<file path="src/rtl/uart_rx_core_if.sv">
// Host-side receive handshake bundle between uart_rx_core and the SIF register block.
interface uart_rx_core_if;
  localparam int unsigned DATA_W = 8;

  logic [DATA_W-1:0] RX_DATA;
  logic              RX_RDY;
  logic              RX_FERR;
  logic              RX_PERR;
  logic              RX_OVR;
  logic              RX_ACK;

  // Receive core drives the byte and status, host returns the acknowledge.
  modport master (
    output RX_DATA, RX_RDY, RX_FERR, RX_PERR, RX_OVR,
    input  RX_ACK
  );

  modport slave (
    input  RX_DATA, RX_RDY, RX_FERR, RX_PERR, RX_OVR,
    output RX_ACK
  );
endinterface

</file>
<file path="src/rtl/uart_rx_core.sv">
// UART receiver: 16x oversampled, 8 data bits LSB first, optional parity, 1 stop bit.
// Frames complete mid stop bit so the next start edge can be caught without slip.
module uart_rx_core #(
  parameter int unsigned P_SYNC_STAGES = 2  // must be >= 2
) (
  input  logic             FPGA_CLK,
  input  logic             FPGA_RST_N,
  input  logic             BAUD_TICK,
  input  logic             RXD,
  input  logic             PAR_EN,
  input  logic             PAR_ODD,
  uart_rx_core_if.master   host
);

  localparam int unsigned DATA_W = 8;
  localparam int unsigned TICK_W = 4;
  localparam int unsigned BIT_W  = 3;

  typedef enum logic [2:0] {
    IDLE   = 3'd0,
    START  = 3'd1,
    DATA   = 3'd2,
    PARITY = 3'd3,
    STOP   = 3'd4,
    BRK    = 3'd5
  } state_t;

  state_t              state_q;
  logic [P_SYNC_STAGES-1:0] sync_q;
  logic                rxs;
  logic [TICK_W-1:0]   tick_q;
  logic [TICK_W-1:0]   tick_nxt_c;
  logic [BIT_W-1:0]    bit_q;
  logic                s7_q;
  logic                s8_q;
  logic                maj_c;
  logic [DATA_W-1:0]   shift_q;
  logic                par_en_q;
  logic                par_odd_q;
  logic                perr_calc_q;
  logic [DATA_W-1:0]   data_q;
  logic                rdy_q;
  logic                ferr_q;
  logic                perr_q;
  logic                ovr_q;

  // Metastability synchroniser for the asynchronous serial line; idles high.
  always_ff @(posedge FPGA_CLK or negedge FPGA_RST_N) begin
    if (!FPGA_RST_N) begin
      sync_q <= '1;
    end else begin
      sync_q <= {sync_q[P_SYNC_STAGES-2:0], RXD};
    end
  end

  assign rxs        = sync_q[P_SYNC_STAGES-1];
  // Tick index this BAUD_TICK represents; start-detect tick is tick 0.
  assign tick_nxt_c = TICK_W'(tick_q + TICK_W'(1));
  // 2-of-3 vote over ticks 7, 8 and the live sample on tick 9.
  assign maj_c      = (s7_q & s8_q) | (s7_q & rxs) | (s8_q & rxs);

  // Frame FSM, bit recovery and host handshake with registered outputs.
  always_ff @(posedge FPGA_CLK or negedge FPGA_RST_N) begin
    if (!FPGA_RST_N) begin
      state_q     <= IDLE;
      tick_q      <= '0;
      bit_q       <= '0;
      s7_q        <= 1'b1;
      s8_q        <= 1'b1;
      shift_q     <= '0;
      par_en_q    <= 1'b0;
      par_odd_q   <= 1'b0;
      perr_calc_q <= 1'b0;
      data_q      <= '0;
      rdy_q       <= 1'b0;
      ferr_q      <= 1'b0;
      perr_q      <= 1'b0;
      ovr_q       <= 1'b0;
    end else begin
      // Acknowledge of a pending byte; a same-cycle completion below overrides rdy.
      if (host.RX_ACK && rdy_q) begin
        rdy_q <= 1'b0;
        ovr_q <= 1'b0;
      end

      if (BAUD_TICK) begin
        if (state_q != IDLE && state_q != BRK) begin
          tick_q <= tick_nxt_c;
        end
        if (tick_nxt_c == TICK_W'(7)) s7_q <= rxs;
        if (tick_nxt_c == TICK_W'(8)) s8_q <= rxs;

        unique case (state_q)
          IDLE: begin
            if (!rxs) begin
              state_q <= START;
              tick_q  <= '0;
            end
          end
          START: begin
            if (tick_nxt_c == TICK_W'(9) && maj_c) begin
              state_q <= IDLE;
            end else if (tick_nxt_c == TICK_W'(15)) begin
              state_q   <= DATA;
              bit_q     <= '0;
              par_en_q  <= PAR_EN;
              par_odd_q <= PAR_ODD;
            end
          end
          DATA: begin
            if (tick_nxt_c == TICK_W'(9)) begin
              shift_q[bit_q] <= maj_c;
            end
            if (tick_nxt_c == TICK_W'(15)) begin
              bit_q <= BIT_W'(bit_q + BIT_W'(1));
              if (bit_q == BIT_W'(7)) begin
                state_q <= par_en_q ? PARITY : STOP;
              end
            end
          end
          PARITY: begin
            if (tick_nxt_c == TICK_W'(9)) begin
              perr_calc_q <= (^shift_q) ^ maj_c ^ par_odd_q;
            end
            if (tick_nxt_c == TICK_W'(15)) begin
              state_q <= STOP;
            end
          end
          STOP: begin
            if (tick_nxt_c == TICK_W'(9)) begin
              data_q  <= shift_q;
              ferr_q  <= ~maj_c;
              perr_q  <= par_en_q & perr_calc_q;
              rdy_q   <= 1'b1;
              if (rdy_q && !host.RX_ACK) begin
                ovr_q <= 1'b1;
              end
              state_q <= maj_c ? IDLE : BRK;
            end
          end
          BRK: begin
            if (rxs) begin
              state_q <= IDLE;
            end
          end
          default: state_q <= IDLE;
        endcase
      end
    end
  end

  assign host.RX_DATA = data_q;
  assign host.RX_RDY  = rdy_q;
  assign host.RX_FERR = ferr_q;
  assign host.RX_PERR = perr_q;
  assign host.RX_OVR  = ovr_q;

endmodule

</file>
<file path="src/flat_wrapper.sv">
// flat-port wrapper written by rule: the top's interface ports become plain ports
module uart_rx_core_flat 
#(
  parameter int unsigned P_SYNC_STAGES = 2                 
)
  (FPGA_CLK, FPGA_RST_N, BAUD_TICK, RXD, PAR_EN, PAR_ODD, host_RX_DATA, host_RX_RDY, host_RX_FERR, host_RX_PERR, host_RX_OVR, host_RX_ACK);
  uart_rx_core_if host_i ();
  input  logic FPGA_CLK;
  input  logic FPGA_RST_N;
  input  logic BAUD_TICK;
  input  logic RXD;
  input  logic PAR_EN;
  input  logic PAR_ODD;
  output wire logic [$bits(host_i.RX_DATA)-1:0] host_RX_DATA;
  output wire logic [$bits(host_i.RX_RDY)-1:0] host_RX_RDY;
  output wire logic [$bits(host_i.RX_FERR)-1:0] host_RX_FERR;
  output wire logic [$bits(host_i.RX_PERR)-1:0] host_RX_PERR;
  output wire logic [$bits(host_i.RX_OVR)-1:0] host_RX_OVR;
  input wire logic [$bits(host_i.RX_ACK)-1:0] host_RX_ACK;
  assign host_RX_DATA = host_i.RX_DATA;
  assign host_RX_RDY = host_i.RX_RDY;
  assign host_RX_FERR = host_i.RX_FERR;
  assign host_RX_PERR = host_i.RX_PERR;
  assign host_RX_OVR = host_i.RX_OVR;
  assign host_i.RX_ACK = host_RX_ACK;
  uart_rx_core #(.P_SYNC_STAGES(P_SYNC_STAGES)) u_core (.FPGA_CLK(FPGA_CLK), .FPGA_RST_N(FPGA_RST_N), .BAUD_TICK(BAUD_TICK), .RXD(RXD), .PAR_EN(PAR_EN), .PAR_ODD(PAR_ODD), .host(host_i));
endmodule
</file>
<file path="config.mk">
export PLATFORM = sky130hd
export DESIGN_NAME = uart_rx_core_flat
export DESIGN_NICKNAME = d
export VERILOG_FILES = /design/src/rtl/uart_rx_core_if.sv /design/src/rtl/uart_rx_core.sv /design/src/flat_wrapper.sv
export SDC_FILE = /design/constraint.sdc
export NUM_CORES = 1
export LEC_CHECK = 0
export ABC_AREA = 1
export BUFFER_PORTS_ARGS = -buffer_cell sky130_fd_sc_hd__buf_2
export CORE_ASPECT_RATIO = 2
export CORE_MARGIN = 4
export CORE_UTILIZATION = 32
export CTS_CLUSTER_SIZE = 20
export DETAILED_ROUTE_END_ITERATION = 8
export GPL_TIMING_DRIVEN = 0
export PLACE_DENSITY = 0.54
export SLEW_MARGIN = 40
export SYNTH_ARGS = -nofsm -noshare
export SYNTH_HDL_FRONTEND = slang
export SYNTH_SLANG_ARGS = --single-unit
</file>
<file path="constraint.sdc">
create_clock -name FPGA_CLK -period 1.7 [get_ports FPGA_CLK]
set_clock_uncertainty 0.1 [all_clocks]
set_input_delay 0.17 -clock FPGA_CLK [delete_from_list [all_inputs] [get_ports FPGA_CLK]]
set_output_delay 0.17 -clock FPGA_CLK [all_outputs]
set_load 0.05 [all_outputs]
</file>
==> flow_metrics.py, run 1 <==
metrics = {
    "critical_path": {
        "worst_r2r_endpoint": "u_core.host.RX_PERR",
        "cp-end-kind": "flip-flop",
        "crit_start": "u_core.tick_q[0]",
        "crit_path_max_fanout": 6,
        "ff2ff_setup_slack_ns": -0.04,
        "worstPathRequired_ns": 1.78,
        "timing.setup.critical_path_class": "reg2reg",
        "endpoint": "u_core.host.RX_PERR",
        "start_kind": "flip-flop",
        "critPathArrivalTime_ns": 1.82,
        "reg2regPathDepth": 11,
        "reg2reg_start": "u_core.tick_q[0]",
    },
    "sta": {
        "rsz_0062_raised_after_global_routing": "yes",
        "tightest_slew_ns": 0.491,
        "minimum_period_implied_by_the_final_worst_setup_slack_ns": 1.74,
        "postLayoutSetupSlackWorst_ns": -0.0429,
        "slew-limit-headroom": 0.673,
        "timing.fmax_ghz": 0.574,
        "timing_max_transition_violations_final": 0,
        "timing.setup.tns_ns": -0.467,
        "layout_worst_path_cycle_share": 1.03,
        "finalSetupViolCount": 18,
        "final-hold-violation-count": 0,
    },
    "logic_synthesis": {
        "synth-seq-area-share": 0.483,
        "most_used_dff_post_synth": "sky130_fd_sc_hd__dfrtp_1",
        "syn-num-nets": 252,
        "synth_edf_count": 0,
        "synth.yosys.warnings": 0,
        "netlist_area_mm2": 0.00193,
        "async_reset_ff_frac": 1.00,
        "postSynthCellCount": 239,
        "post_synth_num_cell_types": 29,
        "syn_area_per_cell_um2": 8.06,
        "synth-seq-cells": 37,
    },
    "final_layout": {
        "antennaDiodeCount": 0,
        "area_growth_pct": 34.6,
        "layout-drive-gt1-share": 0.354,
        "finish.net_count": 292,
        "area_of_all_placed_cells_without_fillers_mm2": 0.00259,
    },
    "pwr": {
        "power.density_cell_area_mw_per_mm2": 1230,
        "max-vdd-ir-drop_mv": 0.686,
        "report.power.total_w": 0.00318,
        "power.leakage_nw": 1.29,
    },
    "clock_tree": {
        "cts_tree": "built",
        "cts_root_buffer": "sky130_fd_sc_hd__clkbuf_16",
        "cts_max_level": 2,
        "clk_pin_slew_ns": 0.06,
        "tritoncts.num_buffers": 5,
        "clkSinkCount": 37,
        "ctsLongestPathBuffers": 2,
        "clock_latency_ns": 0.29,
    },
    "drt": {
        "post_route_drc_violation_count": 0,
        "drtIter0Drc": 40,
        "detailedRoute.firstPassIterationCount": 4,
        "route.vias.total": 1676,
        "count_of_nets_left_with_antenna_violations_after_detail_routing": 0,
        "finalWirelength_um": 4660,
        "wl_per_cell_um": 13.7,
        "vias_per_cell": 4.91,
    },
    "grt": {
        "maximum_number_of_pins_on_one_net_before_global_route_repair": 38,
        "via_count_of_the_first_global_routing_pass": 1705,
        "track_usage": 0.135,
        "global_route.overflow_total": 0,
        "antenna_found_initial": 0,
        "grt_first_pass_wirelength_um": 7810,
    },
    "placement": {
        "placed_cell_area_mm2": 0.00209,
        "number_of_port_buffers": 18,
        "hpwl_um": 3210,
        "globalplace.congestion": 0.760,
        "dp_worst_slack_ns": -0.269,
    },
    "floorplan": {
        "floorplan.die.width_um": 62.9,
        "row_count": 39,
        "ioPinCount": 19,
        "floorplan.core_area_mm2": 0.00576,
        "die-area_mm2": 0.00740,
        "initial_core_util": 0.334,
        "dieHeight_um": 118,
    },
    "min_path": {
        "min_path_type": "in2reg",
    },
    "run_status": {
        "status": "finished, violations left",
        "failing_checks": "negative setup slack",
    },
    "run": {
        "maxCapViolations": 0,
    },
}
-- Yosys cell counts, types with 2 or more instances --
master                     n  share of area
sky130_fd_sc_hd__o22ai_1   3         0.0097
sky130_fd_sc_hd__ha_1      6          0.039
sky130_fd_sc_hd__inv_2     2         0.0039
sky130_fd_sc_hd__nand4_1   4          0.013
sky130_fd_sc_hd__inv_1    22          0.043
sky130_fd_sc_hd__dfrtp_1  33           0.43
sky130_fd_sc_hd__nor3_4    2          0.017
sky130_fd_sc_hd__nand3_1  25          0.065
sky130_fd_sc_hd__xnor2_1   3          0.014
sky130_fd_sc_hd__xor2_1    4          0.018
sky130_fd_sc_hd__nor2_1    7          0.014
sky130_fd_sc_hd__a21oi_1   4          0.010
sky130_fd_sc_hd__o21ai_1   7          0.018
sky130_fd_sc_hd__dfstp_2   4          0.055
sky130_fd_sc_hd__nor3_1    2         0.0052
sky130_fd_sc_hd__nor2_2    3         0.0097
sky130_fd_sc_hd__nand2_1  90           0.18
sky130_fd_sc_hd__o21ai_0   7          0.018
-- logic make-up (layout without fill, tap and decap cells) --
| family | after synthesis | after routing | synth area share |
|---|---|---|---|
| simple gates | 137 | 137 | 0.316 |
| buf+inv | 27 | 68 | 0.0552 |
| compound gates | 24 | 24 | 0.0689 |
| flops | 37 | 37 | 0.483 |
| xor+xnor | 7 | 7 | 0.0318 |
| fa+ha+maj | 6 | 6 | 0.0390 |
| mux | 1 | 1 | 0.00585 |
-- cell usage in the layout, fill, tap and decap left out, drive strengths merged, types with 3 or more instances in the layout --
cell type | netlist | final
nand2 | 91 | 91
dfrtp | 33 | 33
buf | 2 | 32
nand3 | 26 | 26
inv | 24 | 24
o21ai | 14 | 14
nor2 | 10 | 10
clkbuf | 1 | 7
ha | 6 | 6
nor3 | 5 | 5
nand4 | 4 | 4
xor2 | 4 | 4
dfstp | 4 | 4
a21oi | 4 | 4
o22ai | 3 | 3
xnor2 | 3 | 3
dlygate4sd3 | 0 | 3
-- report_power, final --
group          switching [W]  internal [W]
Sequential          0.000176       0.00102
Combinational       0.000674      0.000409
Clock               0.000359      0.000538
Total                0.00121       0.00197
-- critical path: stages, from the launching register on --
cell and delay, ns:
sky130_fd_sc_hd__dfrtp_2 0.46, sky130_fd_sc_hd__ha_4 0.20, sky130_fd_sc_hd__inv_2 0.05, sky130_fd_sc_hd__nand2_2 0.05, sky130_fd_sc_hd__nand2_4 0.09, sky130_fd_sc_hd__nand3_4 0.11
sky130_fd_sc_hd__buf_12 0.16, sky130_fd_sc_hd__nor2_4 0.10, sky130_fd_sc_hd__inv_2 0.07, sky130_fd_sc_hd__buf_6 0.14, sky130_fd_sc_hd__nand2_2 0.05, sky130_fd_sc_hd__nand2_2 0.04
-- per-stage QoR --
stage	hold WS, ns	util	cells
final	0.0170	0.450	341
after global routing	0.0184	0.450	341
after CTS	0.0104	0.428	338
after detailed placement	0.0704	0.364	318
after global placement	0.176	0.363	318
after floorplan	-0.226	-	239
-- state kept, by name, indices dropped and copies added, names as in the netlist, named ones only --
register	count
u_core.s7_q	1
u_core.host.RX_RDY	1
u_core.tick_q	4
u_core.state_q	3
u_core.shift_q	8
u_core.s8_q	1
u_core.par_en_q	1
u_core.host.RX_DATA	8
u_core.sync_q	2
u_core.bit_q	3
u_core.host.RX_FERR	1
u_core.par_odd_q	1
u_core.perr_calc_q	1
u_core.host.RX_PERR	1
-- worst min-delay path by stage --
stage | from | end | slack [ns] | depth (start not counted)
finish | PAR_EN | u_core.par_en_q | 0.02 | 3
global route | PAR_EN | u_core.par_en_q | 0.02 | 3
CTS | PAR_EN | u_core.par_en_q | 0.01 | 3
detailed placement | FPGA_RST_N | u_core.host.RX_DATA[7] | 0.07 | 1
global placement | RXD | u_core.sync_q[0] | 0.18 | 1
floorplan | FPGA_RST_N | async pin | -0.23 | 0
-- area by class of cell --
class	count	area, um^2
plain buffers	3	27.5
clock buffers	6	129
clock inverters	2	10.0
fillers	575	3170
inverters	24	90.1
multi-input cells	175	1090
flip-flops and latches	37	933
well taps	61	76.3
repair buffers	33	236
-- layer usage --
layer / up-vias / part of all wire / track usage
li1: 850 / - / -
met1: 789 / 0.33 / 0.118
met2: 27 / 0.61 / 0.274
met3: 10 / 0.028 / 0.0277
met4: 0 / 0.028 / 0.0664
met5: - / 0 / 0
-- what timing repair did --
item | CTS | global route
gates cloned | 0 | 1
pin swaps | 13 | 12
setup buffers | 9 | 2
endpoints found under the hold margin | 36 | 0
gates resized for setup | 32 | 33
hold buffers | 3 | 0
setup endpoints to repair | 27 | 28
No activity file was read; power rests on OpenSTA's default activity.
==> run 2: changes to the inputs <==
Settings changed: CORE_UTILIZATION 32 to 52, PLACE_DENSITY 0.54 to 0.78.
==> run 2 against run 1 <==
Combinational power hardly changed; largest cell class unchanged; non-clock buffer count unchanged; utilization grew 24 points; total power down 7.7%; sequential power about the same; wire length fell by 3.1%; the flow still finishes with violations (negative setup slack); final cell count is 3.5% lower; critical endpoint is now u_core.state_q[0]; first-iteration DRC count increased by 33%; hold slack got worse by 0.011 ns; clock-buffer cell count is 1 higher.
==> flow_metrics.py, run 2 (synthesized netlist as in run 1, its figures left out) <==
metrics = {
    "final_layout": {
        "finish.net_count": 292,
        "antennaDiodeCount": 0,
        "layout-drive-gt1-share": 0.339,
        "most-common-layout-cells": "71 x sky130_fd_sc_hd__nand2_1, 31 x sky130_fd_sc_hd__dfrtp_1, 19 x sky130_fd_sc_hd__inv_1, 19 x sky130_fd_sc_hd__buf_2, 18 x sky130_fd_sc_hd__nand2_2",
        "area_growth_pct": 29.3,
        "layout_commonest_cell": "sky130_fd_sc_hd__nand2_1",
        "layout.filler_cells": 313,
        "postLayoutCoreUtil": 0.690,
        "layout.cells.non_filler": 329,
    },
    "floorplan": {
        "floorplan.die.width_um": 51.0,
        "dieHeight_um": 94.1,
        "ioPinCount": 19,
        "row_count": 31,
        "floorplan.core_area_mm2": 0.00361,
        "initial_core_util": 0.534,
        "die-area_mm2": 0.00480,
    },
    "sta": {
        "minimum_period_implied_by_the_final_worst_setup_slack_ns": 1.75,
        "timing_max_transition_violations_final": 0,
        "slew-limit-headroom": 0.690,
        "final-hold-violation-count": 0,
        "finalSetupViolCount": 6,
        "timing.fmax_ghz": 0.572,
        "timing.hold.ws_ns": 0.00638,
        "layout_worst_path_cycle_share": 1.03,
        "tightest_slew_ns": 0.465,
        "rsz_0062_raised_after_global_routing": "yes",
        "timing.setup.tns_ns": -0.177,
        "postLayoutSetupSlackWorst_ns": -0.0496,
    },
    "min_path": {
        "min_path_type": "in2reg",
        "min_delay_path_depth": 3,
    },
    "grt": {
        "via_count_of_the_first_global_routing_pass": 1628,
        "global_route.overflow_total": 0,
        "maximum_number_of_pins_on_one_net_before_global_route_repair": 38,
        "antenna_found_initial": 0,
        "grt_first_pass_wirelength_um": 6960,
        "track_usage": 0.195,
    },
    "drt": {
        "vias_per_cell": 5.18,
        "finalWirelength_um": 4510,
        "detailedRoute.firstPassIterationCount": 4,
        "drtIter0Drc": 53,
        "post_route_drc_violation_count": 0,
        "route.vias.total": 1704,
        "wl_per_cell_um": 13.7,
        "count_of_nets_left_with_antenna_violations_after_detail_routing": 0,
    },
    "critical_path": {
        "timing.setup.critical_path_class": "reg2reg",
        "worstPathRequired_ns": 1.79,
        "start_kind": "flip-flop",
        "critPathArrivalTime_ns": 1.84,
        "reg2regPathDepth": 11,
        "crit_path_max_fanout": 6,
        "cp-end-kind": "flip-flop",
    },
    "pwr": {
        "max-vdd-ir-drop_mv": 0.828,
        "power.leakage_nw": 1.25,
        "power.density_cell_area_mw_per_mm2": 1180,
    },
    "placement": {
        "dp_worst_slack_ns": -0.268,
        "globalplace.congestion": 0.881,
        "placed_cells_incl_taps": 306,
        "hpwl_um": 2930,
        "number_of_port_buffers": 18,
    },
    "clock_tree": {
        "clkSinkCount": 37,
        "clock_latency_ns": 0.29,
        "ctsLongestPathBuffers": 2,
        "tritoncts.num_buffers": 5,
        "cts_max_level": 2,
        "cts_tree": "built",
        "cts_root_buffer": "sky130_fd_sc_hd__clkbuf_8",
        "clk_pin_slew_ns": 0.07,
    },
    "run_status": {
        "status": "finished, violations left",
        "failing_checks": "negative setup slack",
    },
    "run": {
        "maxCapViolations": 0,
    },
}
[run 2: layout make-up]
cell class                 instances  area (um^2)  area share
clock buffer                       7         96.3      0.0387
sequential                        37          933       0.375
tap                               49         61.3      0.0246
buffer                             3         27.5      0.0111
multi-input combinational        175         1060       0.424
clock inverter                     1         5.00     0.00201
inverter                          24         92.6      0.0372
timing repair buffer              33          218      0.0874
[run 2: worst max-delay path, cell delays in order (launching register included)]
cell and delay, ns:
sky130_fd_sc_hd__dfrtp_2 0.46, sky130_fd_sc_hd__ha_4 0.19, sky130_fd_sc_hd__nand2_4 0.07, sky130_fd_sc_hd__nand2_4 0.08, sky130_fd_sc_hd__nor2_4 0.17, sky130_fd_sc_hd__nand3_2 0.10
sky130_fd_sc_hd__nand2_2 0.08, sky130_fd_sc_hd__inv_2 0.04, sky130_fd_sc_hd__nor2_4 0.16, sky130_fd_sc_hd__nand2_2 0.08, sky130_fd_sc_hd__nand2_1 0.06, sky130_fd_sc_hd__nand2_1 0.05
[run 2: layer usage]
layer  vias up  share of wire  track usage
met1       799           0.35        0.172
met3        20          0.025       0.0382
met4         0          0.052        0.119
li1        849              -            -
met5         -              0            0
met2        36           0.57        0.377
[run 2: path summary, 6_finish.rpt]
path,start,to,slack [ns]
min in group asynchronous,FPGA_RST_N,u_core.host.RX_DATA[7],0.27
max in group asynchronous,FPGA_RST_N,u_core.s7_q,0.87
setup / recovery,u_core.tick_q[0],u_core.state_q[0],-0.05
setup reg to reg,u_core.tick_q[0],u_core.state_q[0],-0.05
hold / removal,PAR_EN,u_core.par_en_q,0.006
hold reg to reg,u_core.sync_q[0],u_core.sync_q[1],0.26
[run 2: timing repair]
action,CTS,global route
setup buffers,5,5
endpoints found under the hold margin,35,0
endpoints found under the setup margin,28,25
gates resized for setup,24,36
pin swaps,6,16
cloned,0,2
hold buffers,3,0
[run 2: per-stage QoR]
| stage | power [W] | cell area (um^2) |
|---|---|---|
| after CTS | 0.00283 | 2350 |
| after floorplan | 0.00178 | 1930 |
| final | 0.00293 | 2490 |
| after detailed placement | 0.00199 | 2080 |
| after global placement | 0.00196 | 2080 |
| after global routing | 0.00312 | 2490 |
[run 2: power by group]
group	switching, W	leakage (nW)	internal [W]	total [W]
Combinational	0.000671	0.704	0.000390	0.00106
Sequential	0.000170	0.488	0.00102	0.00119
Clock	0.000315	0.0542	0.000366	0.000682
Total	0.00116	1.25	0.00177	0.00293
